<file path="src/rtl/sensor_scan_controller.sv">
// Sensor chain scanner: parallel-loads the sensor shift-register chain, clocks
// out 32 bits MSB-first, and debounces the frames into a stable board image.
module sensor_scan_controller #(
  parameter int unsigned CLK_DIV       = 50,
  parameter int unsigned STABLE_FRAMES = 3
) (
  input  logic        clock,
  input  logic        reset,
  input  logic        enable,
  input  logic        in_val,
  output logic        sr_clk,
  output logic        parallel_mode,
  output logic [31:0] raw_frame,
  output logic        frame_done,
  output logic [31:0] board_out,
  output logic        board_changed,
  output logic        busy
);

  typedef enum logic [2:0] {IDLE, LOAD, LOW, HIGH, DONE} state_t;

  localparam logic [15:0] PHASE_LAST = 16'(CLK_DIV - 1);
  localparam logic [3:0]  STABLE_MAX = 4'(STABLE_FRAMES);

  state_t      state;
  state_t      state_next;
  logic [15:0] phase;
  logic [4:0]  bit_idx;
  logic [31:0] shift;
  logic [3:0]  stable;
  logic [3:0]  stable_next;
  logic        phase_end;
  logic        accept;

  // State register.
  always_ff @(posedge clock) begin
    if (reset) state <= IDLE;
    else       state <= state_next;
  end

  // Next-state decode and the per-state chain control outputs.
  always_comb begin
    state_next    = state;
    sr_clk        = 1'b0;
    parallel_mode = 1'b0;
    frame_done    = 1'b0;
    busy          = (state != IDLE);
    phase_end     = (phase == PHASE_LAST);
    case (state)
      IDLE: if (enable) state_next = LOAD;
      LOAD: begin
        parallel_mode = 1'b1;
        if (phase_end) state_next = LOW;
      end
      LOW:  if (phase_end) state_next = HIGH;
      HIGH: begin
        sr_clk = 1'b1;
        if (phase_end) state_next = (bit_idx == 5'd31) ? DONE : LOW;
      end
      DONE: begin
        frame_done = 1'b1;
        state_next = enable ? LOAD : IDLE;
      end
      default: state_next = IDLE;
    endcase
  end

  // Stability count for the frame just shifted, and whether it is accepted.
  always_comb begin
    stable_next = 4'd1;
    if (shift == raw_frame)
      stable_next = (stable >= STABLE_MAX) ? STABLE_MAX : stable + 4'd1;
    accept = (stable_next >= STABLE_MAX) && (shift != board_out);
  end

  // Phase timing, bit shifting and the frame/board registers.
  always_ff @(posedge clock) begin
    if (reset) begin
      phase         <= '0;
      bit_idx       <= '0;
      shift         <= '0;
      raw_frame     <= '0;
      board_out     <= '0;
      stable        <= '0;
      board_changed <= 1'b0;
    end else begin
      board_changed <= 1'b0;
      if (state == LOAD || state == LOW || state == HIGH)
        phase <= phase_end ? '0 : phase + 16'd1;
      else
        phase <= '0;
      if (state == LOAD && phase_end)
        bit_idx <= '0;
      if (state == HIGH && phase_end && bit_idx != 5'd31)
        bit_idx <= bit_idx + 5'd1;
      if (state == LOW && phase_end)
        shift <= {shift[30:0], in_val};
      if (state == DONE) begin
        raw_frame <= shift;
        stable    <= stable_next;
        if (accept) begin
          board_out     <= shift;
          board_changed <= 1'b1;
        end
      end
    end
  end

endmodule

</file>
<file path="config.mk">
export PLATFORM = sky130hd
export DESIGN_NAME = sensor_scan_controller
export DESIGN_NICKNAME = d
export VERILOG_FILES = /design/src/rtl/sensor_scan_controller.sv
export SDC_FILE = /design/constraint.sdc
export NUM_CORES = 1
export LEC_CHECK = 0
export CORE_ASPECT_RATIO = 0.9
export CORE_UTILIZATION = 40
export DETAILED_ROUTE_END_ITERATION = 10
export HOLD_SLACK_MARGIN = 0.15
export SETUP_SLACK_MARGIN = 0.1
export SYNTH_ARGS = -nofsm -noshare
export SYNTH_HDL_FRONTEND = slang
export SYNTH_SLANG_ARGS = --single-unit
</file>
<file path="constraint.sdc">
create_clock -name clock -period 5.29 [get_ports clock]
set_input_delay 0.529 -clock clock [delete_from_list [all_inputs] [get_ports clock]]
set_output_delay 0.529 -clock clock [all_outputs]
set_load 0.05 [all_outputs]
</file>
After elaboration in Yosys (flattened, before gate mapping) --
Index checks and enable logic that the tools add are counted.
Storage, ports and cells: register bits 125, output and inout bits 69, input port bits 4
Operators by class: reduce and logical (&&, ||, !) cells 14, $lt $le $gt $ge 2, eq/ne operators 13, add/subtract/negate cells 3, mux-type cells 15, bitwise logic cells 2
Operator list (number):
- equality test 32 bit | 1
- inequality test 32 bit | 1
- adder 16 x 1 -> 16 bit (second input constant) | 1
- equality test 16 x 6 -> 1 bit (second input constant) | 1
- two-way mux 3 bit | 5
- case mux 3 bit (5 select lines) | 1
- two-way mux 5 bit | 2
- >= comparator 4 x 2 -> 1 bit (second input constant) | 2
- two-way mux 4 bit | 2
- inequality test 2 bit (second input constant) | 4
- equality test 3 x 2 -> 1 bit (second input constant) | 2
- adder 5 x 1 -> 5 bit (second input constant) | 1
- equality test 5 bit (second input constant) | 1
- logical AND 1 bit | 5
- two-way mux 1 bit | 5
- inequality test 5 bit (second input constant) | 1
- adder 4 x 1 -> 4 bit (second input constant) | 1
- AND reduction 4 bit | 1
- equality test 3 x 1 -> 1 bit (second input constant) | 1
- equality test 3 bit (second input constant) | 1
- zero test 3 bit | 1
- nonzero test 3 bit | 1
- OR reduction 3 bit | 1
- logical OR 1 bit | 2
- other kinds (4) | 5

Logic depth before layout (Yosys ltp) --
Gate-level depths: netlist of run 1.
depth in word-level cells 6, depth in mapped cells 10, depth with buffers taken out 8

Worst setup path before layout of run 1 --
Ideal clock, no wire load.
path type register to register, from register raw_frame[4], to register board_out[13], slack 2.943 ns, cell stages (with the launch flop) 9, period minus slack after synthesis 2.347 ns, arrival time 2.215 ns, cells stage by stage dfxtp_1 > xor2_1 > nor4_1 > nand4_1 > or4_1 > buf_2 > buf_4 > o21ai_1 > a21oi_1
Between the ends: cells in the longest elaborated chain, start to end 5
RTL lines:
- start, declared | RTL line 13 | output logic [31:0] raw_frame,
- start signal, assigned | RTL line 99 | raw_frame <= shift;
- equality test 32 bit | RTL line 71 | if (shift == raw_frame)
- two-way mux 4 bit | RTL line 71
- >= comparator 4 x 2 -> 1 bit | RTL line 73 | accept = (stable_next >= STABLE_MAX) && (shift != board_out);
- logical AND 1 bit | RTL line 73
- AND reduction 2 bit (no source line)
- end signal, assigned | RTL line 102 | board_out <= shift;
- end, declared | RTL line 15 | output logic [31:0] board_out,
Every way passes these cells. A chain may end at the register's enable or synchronous reset.

Worst setup path in the final report of run 1 --
from register state[2], to register board_out[21]
Between the ends: cells in the longest elaborated chain, start to end 2
RTL lines:
- start, declared | RTL line 25 | state_t state;
- start signal, assigned | RTL line 38 | else state <= state_next;
- equality test 3 bit | RTL line 98 | if (state == DONE) begin
- AND reduction 2 bit (no source line)
Every way passes these cells.

==> run metrics, run 1 <==
status completed; Synth area leader dfxtp_1; Reg clk slew, reported paths 50 ps; mapped cell area 5550 um2; Syn Inst Count 700; Tcrit/Tclk final 60.7%; Post-Route WL 14800 um; # IOs 73; top cells by area, synth dfxtp_1 (45%), xor2_1 (11%), nand2_1 (9.5%); Core Footprint 13500 um2; Clock Sinks 125; sequential share of the synthesized area 45.1%; TritonCTS clock tree built; Final Wtd Congestion 0.785; Worst Hold Class reg2reg; PostCTS Resize Cnt 0; Syn Nets 709; WL/cell 16.4 um; Setup crit end kind flip-flop; most common cell after layout, fill and taps aside nand2_1; root buffer cell clkbuf_16; Total Power 0.00215 W; hold_buf cts 0; initial antenna violation count 0; H-tree Lvls 4; # port buffers 72; grt ovf 0; Avg Cell Area, Syn 7.93 um2; fillers 1249; Starting Density 41.2%; Rel. slew slack 16.5%; Register Area 2500 um2; setup ws final 2080 ps; RSZ-0062 raised after global routing no; total track usage 21.6%; YS warnings 0; Critical Path AT 3450 ps; final hold vios 0; FMAX 0.312 GHz; Post-DP HPWL 9850 um; first-pass GRT wire length 23600 um; Detailed Route Iter0 Violations 390; vias in the first global route 4573; dpl ws 2130 ps; pin count of the biggest net entering global routing 111; Max Slew Vio Count 0; layout cells sized above 1 5.16%; clk_lat worst skew 420 ps; ANT nets after route 0; Final Setup Violations 0; nets@finish 732; CP Launch Type flip-flop; max_cap viols 0; share of the synthesized area in the top cell type 45.1%; CTS max path bufs 2; commonest cells after routing, fill and taps aside nand2_1 (140), dfxtp_1 (125), a21oi_1 (103); Final TNS setup 0 ps; fin crit period 3210 ps; drt drc 0; Tightest Pin Transition 1250 ps; clock buffers created by TritonCTS 17; critical path fanouts, max 37; Via density 5.32; DR vias 4808; Rows 40; Ant. Diodes 0; Die Ht 114 um; die width 126 um; Worst Path Required 5530 ps; Area Growth Syn to Fin 23.1%; area of the multi-input gates 2750 um2; synth unique cells 39; Worst Setup Path Type reg2reg; DRT Pass-1 Iters 5; peak supply drop 0.325 mV; post-CTS repair timing setup buffer count 0; Cell Pwr Density 314 nW/um2; FF+latch count, synth 125; clock skew 8.02 ps; Leak 2.67 nW; die area 14400 um2
metrics by stage:
stage	util, %	hold WS [ps]	area (um2)	cells
floorplan	-	436	5550	700
global placement	46.3	441	6240	872
detailed placement	46.3	463	6240	872
CTS	50.8	470	6840	904
global route	50.8	488	6840	904
finish	50.8	466	6840	904
per-layer routing:
layer  wire, um  GRT usage [%]  up-vias
li1           -              -     2380
met1       6710           28.3     2273
met2       6990           34.8      139
met3        938           4.83       16
met4        188           8.43        0
met5          0              0        -
power by group:
group | internal [W] | leakage [nW] | switching (W)
sequential | 0.000944 | 1.01 | 0.00000205
clock | 0.000774 | 0.295 | 0.000397
combinational | 0.00000658 | 1.37 | 0.0000230
total | 0.00172 | 2.67 | 0.000423
state kept, by name, indices dropped and copies added (netlist names):
name           cells
bit_idx            5
board_out         32
state              3
raw_frame         32
shift             32
stable             4
phase             16
board_changed      1
path summary, 6_finish.rpt:
check,from,end,slack (ps),depth (start not counted)
setup / recovery,state[2]$_SDFFE_PP0P_,board_out[21]$_SDFFE_PP0P_,2080,7
hold / removal,stable[1]$_SDFFE_PP0P_,stable[1]$_SDFFE_PP0P_,470,2
setup reg to reg,state[2]$_SDFFE_PP0P_,board_out[21]$_SDFFE_PP0P_,2080,7
hold reg to reg,stable[1]$_SDFFE_PP0P_,stable[1]$_SDFFE_PP0P_,470,2
critical path, cell delays in order (launching register included):
cell	delay (ps)
dfxtp_1	480
or3b_1	370
buf_4	280
nor3_1	240
nand4_1	110
or4_1	1090
o21ai_1	350
a21oi_1	110
kinds of logic after synthesis:
logic type	Yosys count	synth area share, %
AO/OA/AOI/OAI	143	13.1
buffers and inverters	78	5.75
XOR/XNOR	78	12.3
flip-flops	125	45.1
AND/OR/NAND/NOR	270	22.4
multiplexers	1	0.180
adder cells (fa/ha/maj)	5	1.13
cell usage after synthesis (all sizes together):
library cell,count
mux2i,1
a21oi,103
nand2b,1
ha,5
nor2,28
dfxtp,125
or4,1
or4b,1
o21ai,35
clkinv,1
buf,9
or3,4
and2,1
and3,2
nor3,9
nand3b,2
clkbuf,64
nor4,18
o22ai,1
nand3,41
xor2,71
a22oi,2
o22a,1
nand4,8
nor3b,2
nor2b,1
inv,4
nand2,140
a21o,1
xnor2,7
and4,2
or2,2
or3b,3
nor4bb,1
nor4b,3
area by class of cell:
class,count,share of cell area [%]
clock buffer,25,7.10
clock inverter,7,1.61
sequential,125,36.6
timing repair buffer,77,11.1
tap,168,3.08
inverter,5,0.275
multi-input combinational,497,40.3
Note: power is estimated with default switching activity, not from simulation.
==> run 2: changes to the inputs <==
==> constraint.sdc (replaced) <==
create_clock -name clock -period 2.6 [get_ports clock]
set_input_delay 0.26 -clock clock [delete_from_list [all_inputs] [get_ports clock]]
set_output_delay 0.26 -clock clock [all_outputs]
set_load 0.05 [all_outputs]
==> run 2 against run 1 <==
Effect of this change:
- clock skew rose by 3.4 ps
- utilization up 1.6 points
- critical path depth stayed put
- fmax is 37% higher
- clock power grew 92%
- critical endpoint is now board_out[29]$_SDFFE_PP0P_
==> run metrics, run 2 (synthesis gave the netlist of run 1 again) <==
status completed; grt ovf 0; DRT Pass-1 Iters 5; Die Ht 114 um; Critical Path AT 2610 ps; placed inst area 6420 um2; first-pass GRT wire length 24900 um; Routed met2 length 7270 um; Top Layer Used met4; Max Slew Vio Count 0; FMAX 0.427 GHz; # IOs 73; Reg clk slew, reported paths 60 ps; Tightest Pin Transition 625 ps; Worst path max stage delay 550 ps; dpl ws 122 ps; HP Start reset; clock skew 11.4 ps; setup ws final 259 ps; drt drc 0; Leak 2.78 nW; Rel. slew slack 58.3%; clk_lat worst skew 420 ps; most common cell after layout, fill and taps aside nand2_1; CP bufs+invs 1; Register-to-Register Setup Slack 260 ps; critical path fanouts, max 27; ANT nets after route 0; Area Growth Syn to Fin 26.9%; Hold Path Sink state[0]$_SDFFE_PP0P_; Tcrit/Tclk final 90.1%; RR Endpoint board_out[29]$_SDFFE_PP0P_; DR vias 4945; die width 126 um; Post-Route WL 15600 um; Worst Setup Path Type reg2reg; root buffer cell clkbuf_16; Setup crit end kind flip-flop; peak supply drop 0.468 mV; Post-DP HPWL 10400 um; CP top delay family simple AND/OR/NAND/NOR gates; commonest cells after routing, fill and taps aside nand2_1 (140), dfxtp_1 (123), a21oi_1 (103); vias in the first global route 4700; CP max stage cell or4_1; final hold vios 0; Final Setup Violations 0; wl on met1 7220 um; nets@finish 753; WL/cell 16.9 um; RSZ-0062 raised after global routing no; fin crit period 2340 ps; met3 WL post-DR 962 um; post-route cell area 7040 um2; Via density 5.35; Starting Density 41.2%; final core utilization 52.3%; Final Wtd Congestion 0.879; initial antenna violation count 0; largest registers board_out x32, raw_frame x32, shift x32; Hold Path Depth 2; layout cells sized above 1 9.11%; total placed cells including tap cells 891; # port buffers 72; Worst Hold Class in2reg; max_cap viols 0; CTS max path bufs 2; CP Launch Type flip-flop; Rows 40; total track usage 22.7%; Clock Sinks 125; FF-to-FF Start shift[7]$_SDFFE_PP0P_; Detailed Route Iter0 Violations 542; Final TNS setup 0 ps; Reg2Reg Depth 7; pin count of the biggest net entering global routing 61; Worst Path Required 2870 ps; Core Footprint 13500 um2; hold_buf cts 0; clock buffers created by TritonCTS 17; die area 14400 um2; Cell Pwr Density 601 nW/um2; cell breakdown of the critical path xor2_1, nor4_2, nand4_1, or4_1, buf_4, o21ai_1, a21oi_1; post-route insts no fill 925; H-tree Lvls 4; Ant. Diodes 0; TritonCTS clock tree built
-- run 2: changes by cell type in the layout (fill, tap and decap cells not counted), moves of 4 or more --
| cell | previous run | this run |
|---|---|---|
| nor4_2 | 0 | 4 |
| buf_12 | 0 | 4 |
| buf_4 | 6 | 24 |
| nor4_1 | 17 | 13 |
-- run 2: final cells by class --
type | count | area [um2]
fillers | 1234 | 6420
multi-input cells | 497 | 2780
flip-flops and latches | 125 | 2500
repair buffers | 98 | 961
clock buffers | 25 | 505
well taps | 168 | 210
clock inverters | 7 | 60.1
inverters | 5 | 22.5
-- run 2: timing repair --
action                                  CTS  global route
endpoints found under the hold margin     0             0
setup buffers                             0             2
gates resized for setup                   1             7
pin swaps                                 0             1
endpoints found under the setup margin    2            30
-- run 2: how the worst max path moves through the flow --
stage | start | to | slack, ps | cells past startpoint
CTS | state[2]$_SDFFE_PP0P_ | frame_done | 150 | 4
floorplan | raw_frame[4]$_SDFFE_PP0P_ | board_out[13]$_SDFFE_PP0P_ | 250 | 8
global placement | shift[6]$_SDFFE_PP0P_ | board_out[13]$_SDFFE_PP0P_ | 160 | 8
detailed placement | shift[6]$_SDFFE_PP0P_ | board_out[29]$_SDFFE_PP0P_ | 120 | 8
global route | shift[7]$_SDFFE_PP0P_ | board_out[29]$_SDFFE_PP0P_ | 110 | 7
finish | shift[7]$_SDFFE_PP0P_ | board_out[29]$_SDFFE_PP0P_ | 260 | 7
-- run 2: worst register-to-register path, cell delays in order (launching register included) --
cell and delay, ps:
dfxtp_1 450, xor2_1 140, nor4_2 380, nand4_1 130
or4_1 550, buf_4 260, o21ai_1 190, a21oi_1 90
-- run 2: where the power goes --
group,internal (W),total (W),switching (W)
logic,0.0000160,0.0000655,0.0000495
registers,0.00192,0.00192,0.00000194
clock network,0.00143,0.00225,0.000818
-- run 2: through the flow --
step	hold WS (ps)	power (W)
after floorplan	400	0.00201
after global placement	443	0.00203
after detailed placement	462	0.00203
after CTS	294	0.00427
after global routing	312	0.00437
final	314	0.00424
-- run 2: layer usage --
layer	track usage, %	up-vias
li1	-	2427
met3	5.68	11
met4	7.31	0
met2	35.9	169
met5	0	-
met1	30.4	2338
==> run 3: changes to the inputs <==
--- a/config.mk
+++ b/config.mk
@@ -5,10 +5,13 @@
 export SDC_FILE = /design/constraint.sdc
 export NUM_CORES = 1
 export LEC_CHECK = 0
-export CORE_ASPECT_RATIO = 0.9
-export CORE_UTILIZATION = 40
+export CELL_PAD_IN_SITES_DETAIL_PLACEMENT = 2
+export CELL_PAD_IN_SITES_GLOBAL_PLACEMENT = 2
+export CORE_ASPECT_RATIO = 0.5
+export CORE_UTILIZATION = 29
 export DETAILED_ROUTE_END_ITERATION = 10
 export HOLD_SLACK_MARGIN = 0.15
+export PLACE_DENSITY_LB_ADDON = 0.1
 export SETUP_SLACK_MARGIN = 0.1
 export SYNTH_ARGS = -nofsm -noshare
 export SYNTH_HDL_FRONTEND = slang
==> run 3 against run 2 <==
Effect of this change:
- non-clock buffer count is 20 higher
- via count grew 2.8%
- combinational power up 9.9%
- clock skew barely moved
- first-iteration DRC count decreased by 70%
- fmax shrank 0.86%
- largest cell class unchanged
- largest power group unchanged
- highest routed layer unchanged
==> run metrics, run 3 (synthesis gave the netlist of run 1 again) <==
Starting Density 29.9%; Core Footprint 18600 um2; Max Slew Vio Count 0; drt drc 0; largest registers board_out x32, raw_frame x32, shift x32; Worst Setup SP raw_frame[4]$_SDFFE_PP0P_; Worst Setup Path Type reg2reg; Post-Route WL 20000 um; Final Setup Violations 0; Worst Path Required 2880 ps; Reg2Reg Depth 8; grt ovf 0; Rel. slew slack 60.4%; RSZ-0062 raised after global routing no; post-CTS repair timing setup buffer count 0; clock skew 11.5 ps; Final TNS setup 0 ps; # port buffers 72; clk_lat worst skew 420 ps; WL/cell 19.4 um; CTS max path bufs 2; root buffer cell clkbuf_16; Worst Hold Class in2reg; Detailed Route Iter0 Violations 162; # IOs 73; Final Wtd Congestion 0.749; Tcrit/Tclk final 90.8%; Tightest Pin Transition 595 ps; final hold vios 0; max_cap viols 0; Ant. Diodes 0; Via density 4.92; CP Launch Type flip-flop; Leak 2.88 nW; die area 19700 um2; total track usage 21.4%; Critical Path AT 2640 ps; Setup crit end kind flip-flop; critical path fanouts, max 21; status completed; Clock Sinks 125; Area Growth Syn to Fin 30.8%; Rows 35; Reg clk slew, reported paths 60 ps; FMAX 0.423 GHz; ANT nets after route 0; RR Endpoint board_out[16]$_SDFFE_PP0P_; CP Capture Point board_out[16]$_SDFFE_PP0P_; Die Ht 99.8 um; nets@finish 773; first-pass GRT wire length 31600 um; initial antenna violation count 0; Cell Pwr Density 593 nW/um2; final core utilization 39.1%; Register-to-Register Setup Slack 240 ps; FF-to-FF Start raw_frame[4]$_SDFFE_PP0P_; Post-DP HPWL 13800 um; clock buffers created by TritonCTS 17; layout cells sized above 1 11.1%; die width 198 um; commonest cells after routing, fill and taps aside nand2_1 (140), dfxtp_1 (123), a21oi_1 (103); vias in the first global route 5391; DR vias 5081; most common cell after layout, fill and taps aside nand2_1; fin crit period 2360 ps; H-tree Lvls 4; DRT Pass-1 Iters 4; TritonCTS clock tree built; peak supply drop 0.438 mV; pin count of the biggest net entering global routing 110
## run 3: cell count changes in the layout (fill, tap and decap cells not counted), sizes merged
cell | before | now
clkbuf | 25 | 19
buf | 28 | 48
clkinv | 6 | 7
bufinv | 1 | 2
## run 3: layout make-up
cell class	count	area (um2)
Multi-Input combinational cell	497	2770
Tap cell	259	324
Timing Repair Buffer	118	1100
Fill cell	2123	11300
Sequential cell	125	2500
Inverter	5	18.8
Clock inverter	9	97.6
Clock buffer	19	453
## run 3: routing by layer
metal | GRT usage (%) | wire length (um) | vias to the layer above
met5 | 0 | 0 | -
met4 | 5.72 | 206 | 0
met3 | 4.81 | 847 | 17
met2 | 33.5 | 8960 | 66
met1 | 29.7 | 10000 | 2537
li1 | - | - | 2461
## run 3: power by group
part	switching, W	internal, W
Sequential	0.00000237	0.00192
Combinational	0.0000537	0.0000183
Clock	0.000885	0.00143
Total	0.000941	0.00336
## run 3: worst min path at each step
stage          cells after the start  slack (ps)              startpoint                       to
2_1_floorplan                      2         400                  enable    state[0]$_SDFFE_PP0P_
3_3_place_gp                       2         450  stable[1]$_SDFFE_PP0P_   stable[1]$_SDFFE_PP0P_
3_5_place_dp                       1         460  stable[3]$_SDFFE_PP0P_   stable[3]$_SDFFE_PP0P_
4_1_cts                            3         380                  in_val    shift[0]$_SDFFE_PP0P_
5_1_grt                            3         390                  in_val    shift[0]$_SDFFE_PP0P_
6_report                           3         330                   reset  bit_idx[0]$_SDFFE_PP0P_
## run 3: stage by stage
| step | instances | cell area, um2 | hold slack (ps) | setup slack [ps] | power (W) |
|---|---|---|---|---|---|
| after CTS | 1032 | 7240 | 381 | 129 | 0.00437 |
| after global routing | 1032 | 7260 | 392 | 114 | 0.00445 |
| after detailed placement | 1004 | 6690 | 463 | 151 | 0.00204 |
| after global placement | 1004 | 6690 | 446 | 283 | 0.00203 |
| final | 1032 | 7260 | 334 | 238 | 0.00431 |
| after floorplan | 700 | 5550 | 400 | 253 | 0.00201 |
## run 3: critical path: stages (launching register included)
cell and delay [ps]:
dfxtp_1 430, xor2_1 130, nor4_2 330, buf_4 170, nand4_1 80, or4_1 560
buf_4 240, o21ai_1 190, a21oi_1 80
## run 3: what timing repair did
action                                  in CTS  in global routing
gates resized for setup                      0                  5
endpoints found under the setup margin       0                 33
hold buffers                                 0                  0
endpoints found under the hold margin        0                  0
